--- src/rtl/spm_mem_arbiter_if.sv ---
`timescale 1ns/1ps
`default_nettype none
// ============================================================================
//  Module      : spm_mem_arbiter_if
//  Description : Bus bundle for the RISC_SPM memory-port arbiter. Carries the
//                CPU requester port, the host/loader requester port and the
//                single memory-array port.
//
//  Signals (direction seen from the arbiter, i.e. the slave modport):
//    cpu_req/cpu_we/cpu_addr/cpu_wdata      in   CPU request, held until cpu_gnt
//    cpu_gnt/cpu_rvalid/cpu_rdata           out  CPU grant and read return
//    host_req/host_we/host_addr/host_wdata  in   host request, held until host_gnt
//    host_lock                              in   host asks for exclusive ownership
//    host_gnt/host_rvalid/host_rdata        out  host grant and read return
//    mem_en/mem_we/mem_addr/mem_wdata       out  memory access
//    mem_rdata                              in   memory read data (1-cycle latency)
//    cpu_gnt_cnt/host_gnt_cnt               out  grant counters (ARB_STATS_EN only)
//
//  Modports    : master - requesters + memory model side
//                slave  - the arbiter
//
//  Build option: ARB_STATS_EN adds the two 16-bit grant counters.
//
//  Revision    : 1.0 - initial release
// ============================================================================
interface spm_mem_arbiter_if #(
  parameter int WORD_SIZE = 8,
  parameter int ADDR_SIZE = 8
);

  // CPU requester
  logic                 cpu_req;
  logic                 cpu_we;
  logic [ADDR_SIZE-1:0] cpu_addr;
  logic [WORD_SIZE-1:0] cpu_wdata;
  logic                 cpu_gnt;
  logic                 cpu_rvalid;
  logic [WORD_SIZE-1:0] cpu_rdata;

  // Host / loader requester
  logic                 host_req;
  logic                 host_we;
  logic [ADDR_SIZE-1:0] host_addr;
  logic [WORD_SIZE-1:0] host_wdata;
  logic                 host_lock;
  logic                 host_gnt;
  logic                 host_rvalid;
  logic [WORD_SIZE-1:0] host_rdata;

  // Memory array port
  logic                 mem_en;
  logic                 mem_we;
  logic [ADDR_SIZE-1:0] mem_addr;
  logic [WORD_SIZE-1:0] mem_wdata;
  logic [WORD_SIZE-1:0] mem_rdata;

`ifdef ARB_STATS_EN
  logic [15:0]          cpu_gnt_cnt;
  logic [15:0]          host_gnt_cnt;
`endif

  modport master (
`ifdef ARB_STATS_EN
    input  cpu_gnt_cnt,
    input  host_gnt_cnt,
`endif
    output cpu_req, cpu_we, cpu_addr, cpu_wdata,
    input  cpu_gnt, cpu_rvalid, cpu_rdata,
    output host_req, host_we, host_addr, host_wdata, host_lock,
    input  host_gnt, host_rvalid, host_rdata,
    input  mem_en, mem_we, mem_addr, mem_wdata,
    output mem_rdata
  );

  modport slave (
`ifdef ARB_STATS_EN
    output cpu_gnt_cnt,
    output host_gnt_cnt,
`endif
    input  cpu_req, cpu_we, cpu_addr, cpu_wdata,
    output cpu_gnt, cpu_rvalid, cpu_rdata,
    input  host_req, host_we, host_addr, host_wdata, host_lock,
    output host_gnt, host_rvalid, host_rdata,
    output mem_en, mem_we, mem_addr, mem_wdata,
    input  mem_rdata
  );

endinterface

`default_nettype wire

--- src/rtl/spm_mem_arbiter.sv ---
`timescale 1ns/1ps
`default_nettype none
// ============================================================================
//  Module      : spm_mem_arbiter
//  Description : Shares the single RISC_SPM memory port between the CPU and a
//                host/loader requester. One access per cycle, reads return a
//                fixed one cycle after the grant. The CPU wins by default, the
//                host is forced through after MAX_WAIT consecutive denied
//                cycles, and the host may lock the port for bursts.
//
//  Ports       : clk  - system clock, rising edge
//                rst  - synchronous, active-high reset
//                bus  - spm_mem_arbiter_if.slave (CPU port, host port,
//                       memory port; see interface header for the list)
//
//  Parameters  : WORD_SIZE - data width (default 8)
//                ADDR_SIZE - address width (default 8, 256 words)
//                MAX_WAIT  - denied host cycles before the host is forced to
//                            win, legal range 1..15 (default 3)
//
//  Build option: ARB_STATS_EN - adds saturating 16-bit grant counters
//                cpu_gnt_cnt / host_gnt_cnt on the interface.
//
//  Revision    : 1.0 - initial release
// ============================================================================
module spm_mem_arbiter #(
  parameter int WORD_SIZE = 8,
  parameter int ADDR_SIZE = 8,
  parameter int MAX_WAIT  = 3
) (
  input wire           clk,
  input wire           rst,
  spm_mem_arbiter_if.slave bus
);

  // --------------------------------------------------------------------------
  // Types and constants
  // --------------------------------------------------------------------------
  typedef enum logic [0:0] {
    ARB    = 1'b0,
    LOCKED = 1'b1
  } state_e;

  // Which requester the read in flight belongs to.
  typedef enum logic [1:0] {
    OWN_NONE = 2'd0,
    OWN_CPU  = 2'd1,
    OWN_HOST = 2'd2
  } owner_e;

  localparam logic [3:0] c_max_wait = 4'(MAX_WAIT);

  // --------------------------------------------------------------------------
  // Registered state
  // --------------------------------------------------------------------------
  state_e               r_state;
  logic [3:0]           r_wait_cnt;
  owner_e               r_rd_owner;
  logic [WORD_SIZE-1:0] r_cpu_rdata;   // last data returned to the CPU
  logic [WORD_SIZE-1:0] r_host_rdata;  // last data returned to the host

  // --------------------------------------------------------------------------
  // Combinational arbitration
  // --------------------------------------------------------------------------
  logic                 w_lock_hold;
  logic                 w_cpu_gnt;
  logic                 w_host_gnt;
  logic                 w_mem_we;
  logic [ADDR_SIZE-1:0] w_mem_addr;
  logic [WORD_SIZE-1:0] w_mem_wdata;

  // The lock only holds off the CPU while host_lock is still asserted; in the
  // cycle the host drops it, normal arbitration applies straight away.
  assign w_lock_hold = (r_state == LOCKED) && bus.host_lock;

  always_comb begin
    w_cpu_gnt  = 1'b0;
    w_host_gnt = 1'b0;
    if (!rst) begin
      if (w_lock_hold) begin
        w_host_gnt = bus.host_req;
      end else if (bus.host_req && (r_wait_cnt == c_max_wait)) begin
        // starvation guard: host has been denied long enough
        w_host_gnt = 1'b1;
      end else if (bus.cpu_req) begin
        w_cpu_gnt  = 1'b1;
      end else if (bus.host_req) begin
        w_host_gnt = 1'b1;
      end
    end
  end

  // Memory port mux; everything is driven to zero when nobody is granted.
  always_comb begin
    w_mem_we    = 1'b0;
    w_mem_addr  = '0;
    w_mem_wdata = '0;
    if (w_cpu_gnt) begin
      w_mem_we    = bus.cpu_we;
      w_mem_addr  = bus.cpu_addr;
      w_mem_wdata = bus.cpu_wdata;
    end else if (w_host_gnt) begin
      w_mem_we    = bus.host_we;
      w_mem_addr  = bus.host_addr;
      w_mem_wdata = bus.host_wdata;
    end
  end

  assign bus.cpu_gnt   = w_cpu_gnt;
  assign bus.host_gnt  = w_host_gnt;
  assign bus.mem_en    = w_cpu_gnt | w_host_gnt;
  assign bus.mem_we    = w_mem_we;
  assign bus.mem_addr  = w_mem_addr;
  assign bus.mem_wdata = w_mem_wdata;

  // --------------------------------------------------------------------------
  // State machine, starvation counter and read-owner tracking
  // --------------------------------------------------------------------------
  always_ff @(posedge clk) begin
    if (rst) begin
      r_state      <= ARB;
      r_wait_cnt   <= '0;
      r_rd_owner   <= OWN_NONE;
      r_cpu_rdata  <= '0;
      r_host_rdata <= '0;
    end else begin
      case (r_state)
        ARB: begin
          if (w_host_gnt && bus.host_lock) begin
            r_state <= LOCKED;
          end
        end
        LOCKED: begin
          if (!bus.host_lock) begin
            r_state <= ARB;
          end
        end
        default: r_state <= ARB;
      endcase

      // Frozen while the lock holds; otherwise counts consecutive denials.
      if (!w_lock_hold) begin
        if (w_host_gnt || !bus.host_req) begin
          r_wait_cnt <= '0;
        end else if (r_wait_cnt != c_max_wait) begin
          r_wait_cnt <= r_wait_cnt + 4'd1;
        end
      end

      if (w_cpu_gnt && !bus.cpu_we) begin
        r_rd_owner <= OWN_CPU;
      end else if (w_host_gnt && !bus.host_we) begin
        r_rd_owner <= OWN_HOST;
      end else begin
        r_rd_owner <= OWN_NONE;
      end

      // Capture the returned word so each side keeps showing its last read.
      if (r_rd_owner == OWN_CPU) begin
        r_cpu_rdata <= bus.mem_rdata;
      end
      if (r_rd_owner == OWN_HOST) begin
        r_host_rdata <= bus.mem_rdata;
      end
    end
  end

  // --------------------------------------------------------------------------
  // Read return. mem_rdata is already registered inside the memory, so the
  // owner sees it directly in the return cycle. Outputs are forced low while
  // rst is high, which also kills a read granted just before reset.
  // --------------------------------------------------------------------------
  assign bus.cpu_rvalid  = !rst && (r_rd_owner == OWN_CPU);
  assign bus.host_rvalid = !rst && (r_rd_owner == OWN_HOST);

  assign bus.cpu_rdata   = rst                     ? '0            :
                           (r_rd_owner == OWN_CPU)  ? bus.mem_rdata : r_cpu_rdata;
  assign bus.host_rdata  = rst                     ? '0            :
                           (r_rd_owner == OWN_HOST) ? bus.mem_rdata : r_host_rdata;

`ifdef ARB_STATS_EN
  // --------------------------------------------------------------------------
  // Saturating grant counters
  // --------------------------------------------------------------------------
  logic [15:0] r_cpu_gnt_cnt;
  logic [15:0] r_host_gnt_cnt;

  always_ff @(posedge clk) begin
    if (rst) begin
      r_cpu_gnt_cnt  <= '0;
      r_host_gnt_cnt <= '0;
    end else begin
      if (w_cpu_gnt && (r_cpu_gnt_cnt != 16'hFFFF)) begin
        r_cpu_gnt_cnt <= r_cpu_gnt_cnt + 16'd1;
      end
      if (w_host_gnt && (r_host_gnt_cnt != 16'hFFFF)) begin
        r_host_gnt_cnt <= r_host_gnt_cnt + 16'd1;
      end
    end
  end

  assign bus.cpu_gnt_cnt  = r_cpu_gnt_cnt;
  assign bus.host_gnt_cnt = r_host_gnt_cnt;
`endif

endmodule

`default_nettype wire

--- src/flat_wrapper.sv ---
// flat-port wrapper written by rule: the top's interface ports become plain ports
module spm_mem_arbiter_flat 
#(
  parameter int WORD_SIZE = 8,
  parameter int ADDR_SIZE = 8,
  parameter int MAX_WAIT  = 3
)
  (clk, rst, bus_cpu_req, bus_cpu_we, bus_cpu_addr, bus_cpu_wdata, bus_cpu_gnt, bus_cpu_rvalid, bus_cpu_rdata, bus_host_req, bus_host_we, bus_host_addr, bus_host_wdata, bus_host_lock, bus_host_gnt, bus_host_rvalid, bus_host_rdata, bus_mem_en, bus_mem_we, bus_mem_addr, bus_mem_wdata, bus_mem_rdata);
  spm_mem_arbiter_if #(.WORD_SIZE(WORD_SIZE), .ADDR_SIZE(ADDR_SIZE)) bus_i ();
  input wire clk;
  input wire rst;
  input wire logic [$bits(bus_i.cpu_req)-1:0] bus_cpu_req;
  input wire logic [$bits(bus_i.cpu_we)-1:0] bus_cpu_we;
  input wire logic [$bits(bus_i.cpu_addr)-1:0] bus_cpu_addr;
  input wire logic [$bits(bus_i.cpu_wdata)-1:0] bus_cpu_wdata;
  output wire logic [$bits(bus_i.cpu_gnt)-1:0] bus_cpu_gnt;
  output wire logic [$bits(bus_i.cpu_rvalid)-1:0] bus_cpu_rvalid;
  output wire logic [$bits(bus_i.cpu_rdata)-1:0] bus_cpu_rdata;
  input wire logic [$bits(bus_i.host_req)-1:0] bus_host_req;
  input wire logic [$bits(bus_i.host_we)-1:0] bus_host_we;
  input wire logic [$bits(bus_i.host_addr)-1:0] bus_host_addr;
  input wire logic [$bits(bus_i.host_wdata)-1:0] bus_host_wdata;
  input wire logic [$bits(bus_i.host_lock)-1:0] bus_host_lock;
  output wire logic [$bits(bus_i.host_gnt)-1:0] bus_host_gnt;
  output wire logic [$bits(bus_i.host_rvalid)-1:0] bus_host_rvalid;
  output wire logic [$bits(bus_i.host_rdata)-1:0] bus_host_rdata;
  output wire logic [$bits(bus_i.mem_en)-1:0] bus_mem_en;
  output wire logic [$bits(bus_i.mem_we)-1:0] bus_mem_we;
  output wire logic [$bits(bus_i.mem_addr)-1:0] bus_mem_addr;
  output wire logic [$bits(bus_i.mem_wdata)-1:0] bus_mem_wdata;
  input wire logic [$bits(bus_i.mem_rdata)-1:0] bus_mem_rdata;
  assign bus_i.cpu_req = bus_cpu_req;
  assign bus_i.cpu_we = bus_cpu_we;
  assign bus_i.cpu_addr = bus_cpu_addr;
  assign bus_i.cpu_wdata = bus_cpu_wdata;
  assign bus_cpu_gnt = bus_i.cpu_gnt;
  assign bus_cpu_rvalid = bus_i.cpu_rvalid;
  assign bus_cpu_rdata = bus_i.cpu_rdata;
  assign bus_i.host_req = bus_host_req;
  assign bus_i.host_we = bus_host_we;
  assign bus_i.host_addr = bus_host_addr;
  assign bus_i.host_wdata = bus_host_wdata;
  assign bus_i.host_lock = bus_host_lock;
  assign bus_host_gnt = bus_i.host_gnt;
  assign bus_host_rvalid = bus_i.host_rvalid;
  assign bus_host_rdata = bus_i.host_rdata;
  assign bus_mem_en = bus_i.mem_en;
  assign bus_mem_we = bus_i.mem_we;
  assign bus_mem_addr = bus_i.mem_addr;
  assign bus_mem_wdata = bus_i.mem_wdata;
  assign bus_i.mem_rdata = bus_mem_rdata;
  spm_mem_arbiter #(.WORD_SIZE(WORD_SIZE), .ADDR_SIZE(ADDR_SIZE), .MAX_WAIT(MAX_WAIT)) u_core (.clk(clk), .rst(rst), .bus(bus_i));
endmodule
--- config.mk ---
export PLATFORM = sky130hd
export DESIGN_NAME = spm_mem_arbiter_flat
export DESIGN_NICKNAME = d
export VERILOG_FILES = /design/src/rtl/spm_mem_arbiter_if.sv /design/src/rtl/spm_mem_arbiter.sv /design/src/flat_wrapper.sv
export SDC_FILE = /design/constraint.sdc
export NUM_CORES = 1
export LEC_CHECK = 0
export ABC_AREA = 1
export BUFFER_PORTS_ARGS = -buffer_cell sky130_fd_sc_hd__buf_2
export CAP_MARGIN = 5
export CORE_MARGIN = 8
export CORE_UTILIZATION = 40
export CTS_CLUSTER_DIAMETER = 100
export DETAILED_ROUTE_END_ITERATION = 16
export MAX_ROUTING_LAYER = met4
export PLACE_DENSITY_LB_ADDON = 0.1
export SLEW_MARGIN = 30
export SYNTH_ARGS = -nofsm -noshare
export SYNTH_HDL_FRONTEND = slang
export SYNTH_SLANG_ARGS = --single-unit
--- constraint.sdc ---
create_clock -name clk -period 1.8 [get_ports clk]
set_input_delay 0.27 -clock clk [delete_from_list [all_inputs] [get_ports clk]]
set_output_delay 0.27 -clock clk [all_outputs]
set_load 0.005 [all_outputs]
==> flow_summary_export.csv <==
group,metric,value,unit
status,status,"finished with violations",
status,failed_checks,"setup timing",
yosys,syn_nets,221,
cts,clkLatencyLatePin,0.30,ns
placement,gp_congestion,0.792,
drt,first_pass_iters,4,
yosys,syn_area_per_cell,6.70,µm²
min_path,hold_class,"in -> reg",
pwr,p_leak,0.993,nW
yosys,synth_area,1160,µm²
timing,fmax,555,MHz
timing,fin_setup_tns,-0.000806,ns
timing,slew_headroom,83.2,%
floorplanning,die-area,4880,µm²
floorplanning,die_height,69.9,µm
layout,antenna_cells,0,
layout,drive_gt1_share,46.3,%
floorplanning,fp.dieW,69.9,µm
grt,antenna_found_initial,0,
timing,slew_viol_final,0,
yosys,synthDistinctLibCells,25,
layout,layout_commonest_cell,"buf_2",
layout,final_cells,299,
worst_setup_path,arrival,1.53,ns
yosys,synth_cells,173,
drt,routed_wl,3740,µm
floorplanning,fp-row-count,19,
yosys,yosysSeqAreaShare,39.7,%
layout,seq_area,464,µm²
timing,skew,0.00387,ns
drt,drc,0,
yosys,ys_ff_latch,23,
layout,final_nets,317,
worst_setup_path,critPathRequiredTime,1.53,ns
timing,final-setup-viol-count,1,
drt,vias_per_cell,4.61,
floorplanning,initial_core_util,42.1,%
cts,cts.path.max_buffers,2,
floorplanning,core_area,2760,µm²
placement,place_inst,287,
layout,layout_common_cells,"buf_2, nand2_1, nor2_1",
worst_setup_path,cp-end-kind,"output port",
floorplanning,ios,85,
layout,final_cell_area,1740,µm²
cts,numClockSinks,23,
pwr,total_power,0.997,mW
layout,fillCellCount,272,
worst_setup_path,timing.critical_path.fanout_max,5,
flow_run,drv_cap,0,
cts,path_clk_slew,0.12,ns
timing,period_minus_slack,1.80,ns
pwr,worst_ir_drop_vdd,573,µV
cts,cts_buffers,3,
worst_setup_path,critPathKind,"reg -> out",
grt,track_usage,14.2,%
cts,cts_root_buf,"clkbuf_4",
cts,tritoncts,"done",
worst_setup_path,critPathLaunchType,"register",
placement,placed_area,1600,µm²
grt,grt_pass1_vias,1282,
drt,drtIter0Drc,42,
drt,vias,1377,
timing,rsz0062_at_grt,"true",
placement,numPortBuffers,84,
grt,grt_pass1_wl,5950,µm
layout,syn_to_final_growth,50.3,%
timing,tightest_slew,0.252,ns
layout,multi_input_area,654,µm²
placement,dp_hpwl,2950,µm
layout,post-route-util,63.2,%
timing,setup_ws,-0.000806,ns
cts,htree_levels,1,
timing,final.period_utilization,100,%
pwr,power_density,572,nW/µm²
drt,antenna_left,0,
grt,grt_max_degree,18,
drt,wl_per_cell,12.5,µm
grt,grt_overflow_total,0,
cts,hold_buffers,0,
timing,hold_viol,0,
yosys,ys_warn_count,0,
cell families (layout without fill, tap and decap cells):
logic type,after synthesis,after routing,share of synthesized area [%]
buf+inv,15,110,7.44
xor+xnor,2,2,1.51
fa+ha+maj,1,1,1.08
compound gates,22,22,9.92
simple gates,110,110,40.3
flops,23,23,39.7
power by group:
group / total, mW / internal, mW / switching (mW)
logic: 0.235 / 0.110 / 0.125
clock network: 0.223 / 0.0827 / 0.140
registers: 0.539 / 0.531 / 0.00838
area by class of cell:
class | instances | area share [%]
Timing Repair Buffer | 92 | 27.6
Sequential cell | 23 | 26.6
Multi-Input combinational cell | 135 | 37.5
Clock buffer | 3 | 1.29
Timing Repair inverter | 3 | 1.36
Clock inverter | 1 | 0.287
Tap cell | 31 | 2.23
Inverter | 11 | 3.09
Yosys cell counts:
cell       count  share of area, %
buf_2          1              0.43
clkinv_1       1              0.32
buf_6          1              0.97
a21oi_1        3               1.3
inv_1          7               2.3
nand2_1       52                17
buf_12         1               1.7
nand4_1        1              0.54
nor3_1         1              0.43
nand3_2        1              0.86
nand3_1        3               1.3
dfxtp_1       23                40
xor2_1         2               1.5
inv_6          1              0.76
nor2_1        42                14
nand3_4        1               1.5
clkbuf_1       1              0.32
nand2_4        1              0.97
o21ai_0       17               7.3
nand2_2        6               3.2
inv_2          2              0.65
o22ai_1        1              0.54
nor2_2         2               1.1
o2111ai_1      1              0.76
ha_1           1               1.1
registers in the layout, summed over array words and instances, names as in the netlist:
register / flops
u_core.r_cpu_rdata: 8
u_core.r_rd_owner: 2
u_core.r_state: 1
u_core.r_wait_cnt: 4
u_core.r_host_rdata: 8
layer usage:
layer	global-route usage [%]	part of all wire [%]	wire, µm	vias to the layer above
met1	18.9	48	1780	571
met3	4.80	11	405	0
li1	-	-	-	737
met5	-	0	0	-
met2	20.8	42	1560	69
met4	2.01	0	0	0
worst max-delay path: stages (launching register included):
cell     delay [ns]
dfxtp_2        0.38
ha_4           0.15
nand2_2        0.05
nand3_2        0.08
nand3_4        0.17
inv_8          0.11
nand2_2        0.05
a21oi_2        0.12
buf_2          0.12
per-stage QoR:
step	setup WS (ns)	hold slack [ns]
detailed placement	0.236	0.459
global placement	0.278	0.458
finish	-0.000806	0.142
floorplan	0.429	0.342
CTS	0.00675	0.124
global route	-0.0798	0.134
final timing paths:
path	start	end	slack [ns]	depth (start not counted)
setup / recovery	u_core.r_wait_cnt[0]	bus_mem_we	-0.0008	8
hold / removal	bus_host_we	u_core.r_rd_owner[1]	0.14	2
setup reg to reg	u_core.r_wait_cnt[0]	u_core.r_wait_cnt[3]	0.51	7
hold reg to reg	u_core.r_cpu_rdata[6]	u_core.r_cpu_rdata[6]	0.49	2
timing repair:
item                                    in CTS  in global routing
setup buffers                                3                  2
gates resized for setup                      7                 13
endpoints found under the setup margin      17                 19
gates cloned                                 2                  1
pin swaps                                    2                  5
Power figures use the tool's default switching activity.
